--- config.mk ---
export PLATFORM = sky130hd
export DESIGN_NAME = ex_stage_mc
export DESIGN_NICKNAME = d
export VERILOG_FILES = /design/src/rtl/ex_pkg.sv /design/src/rtl/muldiv_unit.sv /design/src/rtl/ex_stage_mc.sv
export SDC_FILE = /design/constraint.sdc
export NUM_CORES = 1
export LEC_CHECK = 0
export ABC_AREA = 1
export CAP_MARGIN = 20
export CORE_MARGIN = 5
export CORE_UTILIZATION = 61
export DETAILED_ROUTE_END_ITERATION = 16
export PLACE_DENSITY = 0.89
export SETUP_SLACK_MARGIN = 0.2
export SLEW_MARGIN = 25
export SYNTH_ARGS = -nofsm -noshare
export SYNTH_HDL_FRONTEND = slang
export SYNTH_SLANG_ARGS = --single-unit
--- constraint.sdc ---
create_clock -name clk -period 11.3 [get_ports clk]
set_input_delay 2.26 -clock clk [delete_from_list [all_inputs] [get_ports clk]]
set_output_delay 2.26 -clock clk [all_outputs]
set_load 0.005 [all_outputs]
--- src/rtl/ex_pkg.sv ---
// Shared definitions for the execute stage: op codes, forwarding selects,
// status-register bit positions and the multiply/divide FSM state type.
package ex_pkg;

  localparam logic [3:0] OP_ADD  = 4'd0;
  localparam logic [3:0] OP_SUB  = 4'd1;
  localparam logic [3:0] OP_AND  = 4'd2;
  localparam logic [3:0] OP_OR   = 4'd3;
  localparam logic [3:0] OP_XOR  = 4'd4;
  localparam logic [3:0] OP_NOR  = 4'd5;
  localparam logic [3:0] OP_SLL  = 4'd6;
  localparam logic [3:0] OP_SRL  = 4'd7;
  localparam logic [3:0] OP_SRA  = 4'd8;
  localparam logic [3:0] OP_SLT  = 4'd9;
  localparam logic [3:0] OP_MUL  = 4'd10;
  localparam logic [3:0] OP_DIVU = 4'd11;
  localparam logic [3:0] OP_MFHI = 4'd12;
  localparam logic [3:0] OP_MFLO = 4'd13;
  localparam logic [3:0] OP_NOP  = 4'd14;

  localparam logic [1:0] FWD_IDEX  = 2'd0;
  localparam logic [1:0] FWD_MEMWB = 2'd1;
  localparam logic [1:0] FWD_EXMEM = 2'd2;

  localparam int SR_Z = 0;
  localparam int SR_N = 1;
  localparam int SR_C = 2;
  localparam int SR_V = 3;

  typedef enum logic [1:0] {
    IDLE = 2'd0,
    MUL  = 2'd1,
    DIV  = 2'd2
  } md_state_t;

endpackage

--- src/rtl/muldiv_unit.sv ---
// Multi-cycle unsigned multiply and restoring divide with HI/LO registers.
// done is combinational: it marks the cycle whose closing edge writes HI/LO,
// and lo_next carries the LO value written at that edge.
module muldiv_unit
  import ex_pkg::*;
#(
  parameter int WIDTH      = 16,
  parameter int MUL_CYCLES = 2
) (
  input  logic             clk,
  input  logic             rest,
  input  logic             start,
  input  logic [3:0]       op,
  input  logic [WIDTH-1:0] a,
  input  logic [WIDTH-1:0] b,
  output logic             busy,
  output logic             done,
  output logic [WIDTH-1:0] hi,
  output logic [WIDTH-1:0] lo,
  output logic [WIDTH-1:0] lo_next
);

  localparam int CNT_W = $clog2(WIDTH + MUL_CYCLES) + 1;

  md_state_t          state_q;
  logic [CNT_W-1:0]   cnt_q;
  logic [WIDTH-1:0]   a_q, b_q, rem_q, hi_q, lo_q;

  logic               is_idle, go_mul, go_div, div_zero, last_mul, last_div, ge;
  logic [WIDTH-1:0]   mul_a, mul_b, div_rem_in, div_quo_in, div_b, rem_new, quo_new;
  logic [2*WIDTH-1:0] prod;
  logic [WIDTH:0]     rem_sh, diff;

  // Operand selection, product and one restoring-divide step; in IDLE the
  // live operands are used so the first step happens on the entry edge.
  always_comb begin
    is_idle    = (state_q == IDLE);
    go_mul     = is_idle && start && (op == OP_MUL);
    go_div     = is_idle && start && (op == OP_DIVU);
    div_zero   = go_div && (b == '0);
    mul_a      = is_idle ? a : a_q;
    mul_b      = is_idle ? b : b_q;
    prod       = {{WIDTH{1'b0}}, mul_a} * {{WIDTH{1'b0}}, mul_b};
    div_rem_in = is_idle ? '0 : rem_q;
    div_quo_in = is_idle ? a : a_q;
    div_b      = is_idle ? b : b_q;
    rem_sh     = {div_rem_in, div_quo_in[WIDTH-1]};
    diff       = rem_sh - {1'b0, div_b};
    ge         = ~diff[WIDTH];
    rem_new    = ge ? diff[WIDTH-1:0] : rem_sh[WIDTH-1:0];
    quo_new    = {div_quo_in[WIDTH-2:0], ge};
    last_mul   = ((state_q == MUL) && (cnt_q == CNT_W'(1))) ||
                 (go_mul && (MUL_CYCLES == 1));
    last_div   = (state_q == DIV) && (cnt_q == CNT_W'(1));
    done       = last_mul || last_div || div_zero;
    if (div_zero)      lo_next = '1;
    else if (last_div) lo_next = quo_new;
    else               lo_next = prod[WIDTH-1:0];
  end

  // Control FSM with operand latches, divider state and HI/LO.
  always_ff @(posedge clk) begin
    if (rest) begin
      state_q <= IDLE;
      cnt_q   <= '0;
      a_q     <= '0;
      b_q     <= '0;
      rem_q   <= '0;
      hi_q    <= '0;
      lo_q    <= '0;
    end else begin
      case (state_q)
        IDLE: begin
          if (div_zero) begin
            hi_q <= a;
            lo_q <= '1;
          end else if (go_div) begin
            state_q <= DIV;
            cnt_q   <= CNT_W'(WIDTH - 1);
            a_q     <= quo_new;
            b_q     <= b;
            rem_q   <= rem_new;
          end else if (go_mul) begin
            if (last_mul) begin
              hi_q <= prod[2*WIDTH-1:WIDTH];
              lo_q <= prod[WIDTH-1:0];
            end else begin
              state_q <= MUL;
              cnt_q   <= CNT_W'(MUL_CYCLES - 1);
              a_q     <= a;
              b_q     <= b;
            end
          end
        end
        MUL: begin
          if (last_mul) begin
            hi_q    <= prod[2*WIDTH-1:WIDTH];
            lo_q    <= prod[WIDTH-1:0];
            state_q <= IDLE;
          end else begin
            cnt_q <= cnt_q - CNT_W'(1);
          end
        end
        DIV: begin
          a_q   <= quo_new;
          rem_q <= rem_new;
          if (last_div) begin
            hi_q    <= rem_new;
            lo_q    <= quo_new;
            state_q <= IDLE;
          end else begin
            cnt_q <= cnt_q - CNT_W'(1);
          end
        end
        default: state_q <= IDLE;
      endcase
    end
  end

  assign busy = (state_q != IDLE);
  assign hi   = hi_q;
  assign lo   = lo_q;

endmodule

--- src/rtl/ex_stage_mc.sv ---
// Execute stage: ID/EX register, forwarding muxes, ALU, comparator,
// EX/MEM register and the multi-cycle multiply/divide unit.
module ex_stage_mc
  import ex_pkg::*;
#(
  parameter int WIDTH      = 16,
  parameter int RA_W       = 4,
  parameter int MUL_CYCLES = 2
) (
  input  logic             clk,
  input  logic             rest,
  input  logic             freeze_in,
  input  logic             flush_in,
  input  logic             valid_in,
  input  logic [3:0]       op_in,
  input  logic [WIDTH-1:0] src1_in,
  input  logic [WIDTH-1:0] src2_in,
  input  logic [WIDTH-1:0] store_in,
  input  logic [RA_W-1:0]  rd_in,
  input  logic [1:0]       fwd_a_sel,
  input  logic [1:0]       fwd_b_sel,
  input  logic [WIDTH-1:0] exmem_data,
  input  logic [WIDTH-1:0] memwb_data,
  output logic             stall_out,
  output logic             valid_out,
  output logic [WIDTH-1:0] result_out,
  output logic [WIDTH-1:0] store_out,
  output logic [RA_W-1:0]  rd_out,
  output logic             compare_flag,
  output logic [WIDTH-1:0] hi_out,
  output logic [WIDTH-1:0] lo_out,
  output logic [3:0]       sr_out
);

  localparam int SH_W = $clog2(WIDTH);

  logic             idex_valid_q, idex_valid_d;
  logic [3:0]       idex_op_q, idex_op_d;
  logic [WIDTH-1:0] idex_src1_q, idex_src1_d, idex_src2_q, idex_src2_d;
  logic [WIDTH-1:0] idex_store_q, idex_store_d;
  logic [RA_W-1:0]  idex_rd_q, idex_rd_d;
  logic             valid_q, valid_d;
  logic [WIDTH-1:0] result_q, result_d, store_q, store_d;
  logic [RA_W-1:0]  rd_q, rd_d, mdrd_q, mdrd_d;
  logic [3:0]       sr_q, sr_d;

  logic [WIDTH-1:0] op_a, op_b, alu_res, md_hi, md_lo, md_lo_next;
  logic [WIDTH:0]   sum, diff;
  logic             c_new, v_new, flag_cv;
  logic             md_busy, md_done, ex_fire, md_start, div_zero;

  // ID/EX next state: flush beats freeze/stall, which beat a normal load.
  always_comb begin
    idex_valid_d = idex_valid_q;
    idex_op_d    = idex_op_q;
    idex_src1_d  = idex_src1_q;
    idex_src2_d  = idex_src2_q;
    idex_store_d = idex_store_q;
    idex_rd_d    = idex_rd_q;
    if (flush_in) begin
      idex_valid_d = 1'b0;
    end else if (!(freeze_in || md_busy)) begin
      idex_valid_d = valid_in;
      idex_op_d    = op_in;
      idex_src1_d  = src1_in;
      idex_src2_d  = src2_in;
      idex_store_d = store_in;
      idex_rd_d    = rd_in;
    end
  end

  // Forwarding muxes; select 3 falls back to the ID/EX operand.
  always_comb begin
    case (fwd_a_sel)
      FWD_MEMWB: op_a = memwb_data;
      FWD_EXMEM: op_a = exmem_data;
      default:   op_a = idex_src1_q;
    endcase
    case (fwd_b_sel)
      FWD_MEMWB: op_b = memwb_data;
      FWD_EXMEM: op_b = exmem_data;
      default:   op_b = idex_src2_q;
    endcase
  end

  // Single-cycle ALU; carry/overflow only produced by ADD and SUB.
  always_comb begin
    alu_res = '0;
    c_new   = 1'b0;
    v_new   = 1'b0;
    flag_cv = 1'b0;
    sum     = {1'b0, op_a} + {1'b0, op_b};
    diff    = {1'b0, op_a} - {1'b0, op_b};
    case (idex_op_q)
      OP_ADD: begin
        alu_res = sum[WIDTH-1:0];
        c_new   = sum[WIDTH];
        v_new   = (op_a[WIDTH-1] == op_b[WIDTH-1]) && (sum[WIDTH-1] != op_a[WIDTH-1]);
        flag_cv = 1'b1;
      end
      OP_SUB: begin
        alu_res = diff[WIDTH-1:0];
        c_new   = ~diff[WIDTH];
        v_new   = (op_a[WIDTH-1] != op_b[WIDTH-1]) && (diff[WIDTH-1] != op_a[WIDTH-1]);
        flag_cv = 1'b1;
      end
      OP_AND:  alu_res = op_a & op_b;
      OP_OR:   alu_res = op_a | op_b;
      OP_XOR:  alu_res = op_a ^ op_b;
      OP_NOR:  alu_res = ~(op_a | op_b);
      OP_SLL:  alu_res = op_a << op_b[SH_W-1:0];
      OP_SRL:  alu_res = op_a >> op_b[SH_W-1:0];
      OP_SRA:  alu_res = $signed(op_a) >>> op_b[SH_W-1:0];
      OP_SLT:  alu_res = {{(WIDTH-1){1'b0}}, ($signed(op_a) < $signed(op_b))};
      OP_MFHI: alu_res = md_hi;
      OP_MFLO: alu_res = md_lo;
      default: alu_res = '0;
    endcase
  end

  assign ex_fire  = idex_valid_q && !md_busy;
  assign md_start = ex_fire && ((idex_op_q == OP_MUL) || (idex_op_q == OP_DIVU));
  assign div_zero = md_start && (idex_op_q == OP_DIVU) && (op_b == '0);

  muldiv_unit #(
    .WIDTH      (WIDTH),
    .MUL_CYCLES (MUL_CYCLES)
  ) u_muldiv (
    .clk     (clk),
    .rest    (rest),
    .start   (md_start),
    .op      (idex_op_q),
    .a       (op_a),
    .b       (op_b),
    .busy    (md_busy),
    .done    (md_done),
    .hi      (md_hi),
    .lo      (md_lo),
    .lo_next (md_lo_next)
  );

  // EX/MEM next state and flags; a finishing mul/div owns the slot.
  always_comb begin
    valid_d  = 1'b0;
    result_d = '0;
    store_d  = '0;
    rd_d     = '0;
    sr_d     = sr_q;
    mdrd_d   = md_start ? idex_rd_q : mdrd_q;
    if (md_done) begin
      valid_d  = 1'b1;
      result_d = md_lo_next;
      rd_d     = md_busy ? mdrd_q : idex_rd_q;
    end else if (ex_fire && !md_start) begin
      valid_d  = 1'b1;
      result_d = alu_res;
      store_d  = idex_store_q;
      rd_d     = idex_rd_q;
    end
    if (ex_fire && !md_start) begin
      sr_d[SR_Z] = (alu_res == '0);
      sr_d[SR_N] = alu_res[WIDTH-1];
      if (flag_cv) begin
        sr_d[SR_C] = c_new;
        sr_d[SR_V] = v_new;
      end
    end
    if (div_zero) sr_d[SR_V] = 1'b1;
  end

  // Pipeline registers.
  always_ff @(posedge clk) begin
    if (rest) begin
      idex_valid_q <= 1'b0;
      idex_op_q    <= '0;
      idex_src1_q  <= '0;
      idex_src2_q  <= '0;
      idex_store_q <= '0;
      idex_rd_q    <= '0;
      valid_q      <= 1'b0;
      result_q     <= '0;
      store_q      <= '0;
      rd_q         <= '0;
      mdrd_q       <= '0;
      sr_q         <= '0;
    end else begin
      idex_valid_q <= idex_valid_d;
      idex_op_q    <= idex_op_d;
      idex_src1_q  <= idex_src1_d;
      idex_src2_q  <= idex_src2_d;
      idex_store_q <= idex_store_d;
      idex_rd_q    <= idex_rd_d;
      valid_q      <= valid_d;
      result_q     <= result_d;
      store_q      <= store_d;
      rd_q         <= rd_d;
      mdrd_q       <= mdrd_d;
      sr_q         <= sr_d;
    end
  end

  assign stall_out    = md_busy;
  assign valid_out    = valid_q;
  assign result_out   = result_q;
  assign store_out    = store_q;
  assign rd_out       = rd_q;
  assign compare_flag = (op_a == op_b);
  assign hi_out       = md_hi;
  assign lo_out       = md_lo;
  assign sr_out       = sr_q;

endmodule
==> results.toml <==
[cells_and_area]
syn2layout_area_growth_pct = 12.04
drive_above_1_share_pct = 4.710
antenna_cells = 0
multi_input_area_mm2 = 0.01656
fin_nets = 4135
fill_cells = 3295
regArea_mm2 = 0.003804
finalInstanceArea_mm2 = 0.02611

[synth]
ys_seq_area_share_pct = 16.32
synthCells = 3557
async_flop_share_pct = 0
synth_edf_count = 0
syn_area_per_cell_um2 = 6.552
netlist_area_mm2 = 0.02330
synthFlopType = "dfxtp_1"
synth_top_area_share_pct = 16.92
synthTopCellsByArea = "fa_1 17%, dfxtp_1 16%, nand2_1 14%"
synth_nets = 4031
ys_warn_count = 0
synth_seq_cells = 190
synth.most_common_cell = "nand2_1"
synth_top_area_cell = "fa_1"
ys_types = 59
yosys-top-cells-count = "884 x nand2_1, 575 x inv_1, 277 x a21oi_1"

[clock_tree]
insertion_delay_ns = 0.46
cts_setup_buffers = 0
h-tree-depth = 4
cts_sinks = 190
cts_buffers = 17
cts_resized = 0
cts_root_buffer = "clkbuf_16"
ctsHoldBuffers = 0
cts_tree = "done"
ctsLongestPathBuffers = 2
clk_pin_slew_ns = 0.09

[setup_path]
rr_startpoint = "u_muldiv.state_q[0]$_SDFFE_PP0P_"
worstSetupStartpointType = "input pin"
slowest_delay_ns = 0.55
cp.required_ns = 11.61
crit_start = "fwd_a_sel[0]"
path_class = "in -> reg"
arrival_ns = 10.25
crit_path_end_kind = "flip-flop"
cp_slowest_cell = "ha_1"
crit_fanout = 16

[grt]
antenna_found_initial = 0
grt_pass1_vias = 24450
grt_pass1_wl_mm = 135.5
overflow = 0
grt_max_degree = 81
grt_usage_pct = 41.31

[floorplan]
dieWidth_um = 205.5
pin_count = 172
rows = 71
dieArea_mm2 = 0.04221
dieHeight_um = 205.5
core_mm2 = 0.03767
initial_core_util_pct = 61.87

[power]
power_switching_share_pct = 60.37
p_comb_share_pct = 82.0
p_int_mw = 3.312
seqPwrFrac_pct = 10.6
power.density_mw_per_mm2 = 320.0
p_leak_nw = 12.91
netSwitchingPower_mw = 5.045
ir_drop_mv = 0.3814
pwr-share-clk_pct = 7.4

[routing]
drt-pass1-iter-count = 6
vias = 25250
drt_wl_total_mm = 88.35
routedWlPerCell_um = 21.12
drt.antenna.violating_nets = 0
viasPerCell = 6.034
remaining_drc_errors = 0
drtIter0Drc = 3387

[placement]
gp_congestion = 1.123
postPlaceCellArea_mm2 = 0.02551
dp_hpwl_mm = 69.27
io_buffers = 171

[timing]
slew_headroom_pct = 27.33
hold_viol_final = 0
fmax_ghz = 0.1006
setup-tns-final_ns = 0
grt_setup_unrepaired = "false"
finalCriticalPeriod_ns = 9.941
worst_pin_slew_ns = 1.083
slew_viol_final = 0
post-route-period-util_pct = 87.97
setup_viol = 0
skew_ns = 0.01832

[min_path]
hold_start = "idex_store_q[6]$_SDFFE_PP0P_"
hp-class = "reg -> reg"

[flow_run]
cap_viol_max_count = 0

[status]
outcome = "finished, final reports clean"
==> critical path: cells and delay by family <==
kind / cells / cell delay (ns)
AO/OA/AOI/OAI: 8 / 1.69
XOR/XNOR: 1 / 0.45
adder cells (fa/ha/maj): 8 / 3.82
buffers and inverters: 6 / 1.21
AND/OR/NAND/NOR: 7 / 0.77
==> path summary, 6_finish.rpt <==
kind	endpoint	slack, ns	cells past startpoint
worst max-delay path	u_muldiv.lo[15]$_SDFFE_PP0P_	1.36	30
worst min-delay path	store_out[6]$_SDFF_PP0_	0.44	2
worst max register to register	u_muldiv.hi[11]$_SDFFE_PP0P_	3.39	29
worst min register to register	store_out[6]$_SDFF_PP0_	0.44	2
==> logic make-up (layout without fill, tap and decap cells) <==
| kind of cell | after synthesis | in the layout | synth area share (%) |
|---|---|---|---|
| mux | 1 | 1 | 0.04295 |
| flops | 190 | 190 | 16.32 |
| fa+ha+maj | 377 | 377 | 26.59 |
| xor+xnor | 45 | 45 | 1.691 |
| simple gates | 1480 | 1480 | 26.07 |
| buf+inv | 758 | 874 | 12.76 |
| compound gates | 706 | 706 | 16.54 |
==> metrics by stage <==
step                      worst slack, ns  hold slack [ns]  std cells  total power [mW]  utilization [%]
after floorplan                     2.562           0.4160       3557             5.313                -
after global placement              1.179           0.4222       4153             7.333            67.74
after detailed placement            1.128           0.4276       4153             7.456            67.74
after CTS                           1.587           0.4393       4184             8.097            69.31
after global routing               0.9807           0.4590       4184             9.037            69.32
final                               1.359           0.4377       4184             8.357            69.32
==> metal layers <==
layer,GRT usage (%),part of all wire (%),up-vias
li1,-,-,11500
met1,50.87,36,11630
met2,65.13,44,1678
met3,8.148,11,440
met4,28.88,8.7,0
met5,0,0,-
==> state kept, by name (all words and copies together) (netlist names), 16 cells and up <==
signal,flops
u_muldiv.lo,16
store_out,16
result_out,16
u_muldiv.a_q,16
idex_store_q,16
u_muldiv.b_q,16
idex_src1_q,16
u_muldiv.hi,16
idex_src2_q,16
u_muldiv.rem_q,16
==> cell type report <==
| class | count | area share (%) |
|---|---|---|
| sequential | 190 | 14.57 |
| multi-input combinational | 2609 | 63.41 |
| timing repair buffer | 248 | 8.750 |
| clock buffer | 17 | 1.629 |
| tap | 511 | 2.449 |
| clock inverter | 14 | 0.6373 |
| inverter | 595 | 8.563 |
==> power by group through the flow <==
stage                     sequential [mW]  clock (mW)  combinational, mW
after CTS                           0.873       0.619               6.60
after floorplan                     0.850           0               4.46
after global placement              0.885           0               6.45
final                               0.884       0.622               6.85
after global routing                0.888       0.648               7.50
after detailed placement            0.888           0               6.57
==> layout by cell type, fill, tap and decap left out, types with 5 or more instances in the layout <==
cell type / count
nand2_2: 9
o22ai_1: 18
a31oi_1: 7
xor2_1: 28
ha_1: 179
inv_2: 16
fa_1: 197
nand3_1: 246
a21boi_0: 6
nand2_1: 882
or2_2: 7
a221oi_1: 6
o32ai_1: 5
clkbuf_16: 17
o21ai_2: 13
nand4_1: 25
o21bai_1: 7
nor2_1: 261
a211oi_1: 15
a21oi_1: 277
o21ai_0: 245
buf_4: 77
dfxtp_1: 190
o211ai_1: 12
clkdlybuf4s50_1: 170
nor2_2: 6
nor3_1: 26
o21ai_1: 66
xnor2_1: 17
inv_1: 575
o221ai_1: 6
(Power assumes the default switching activity.)
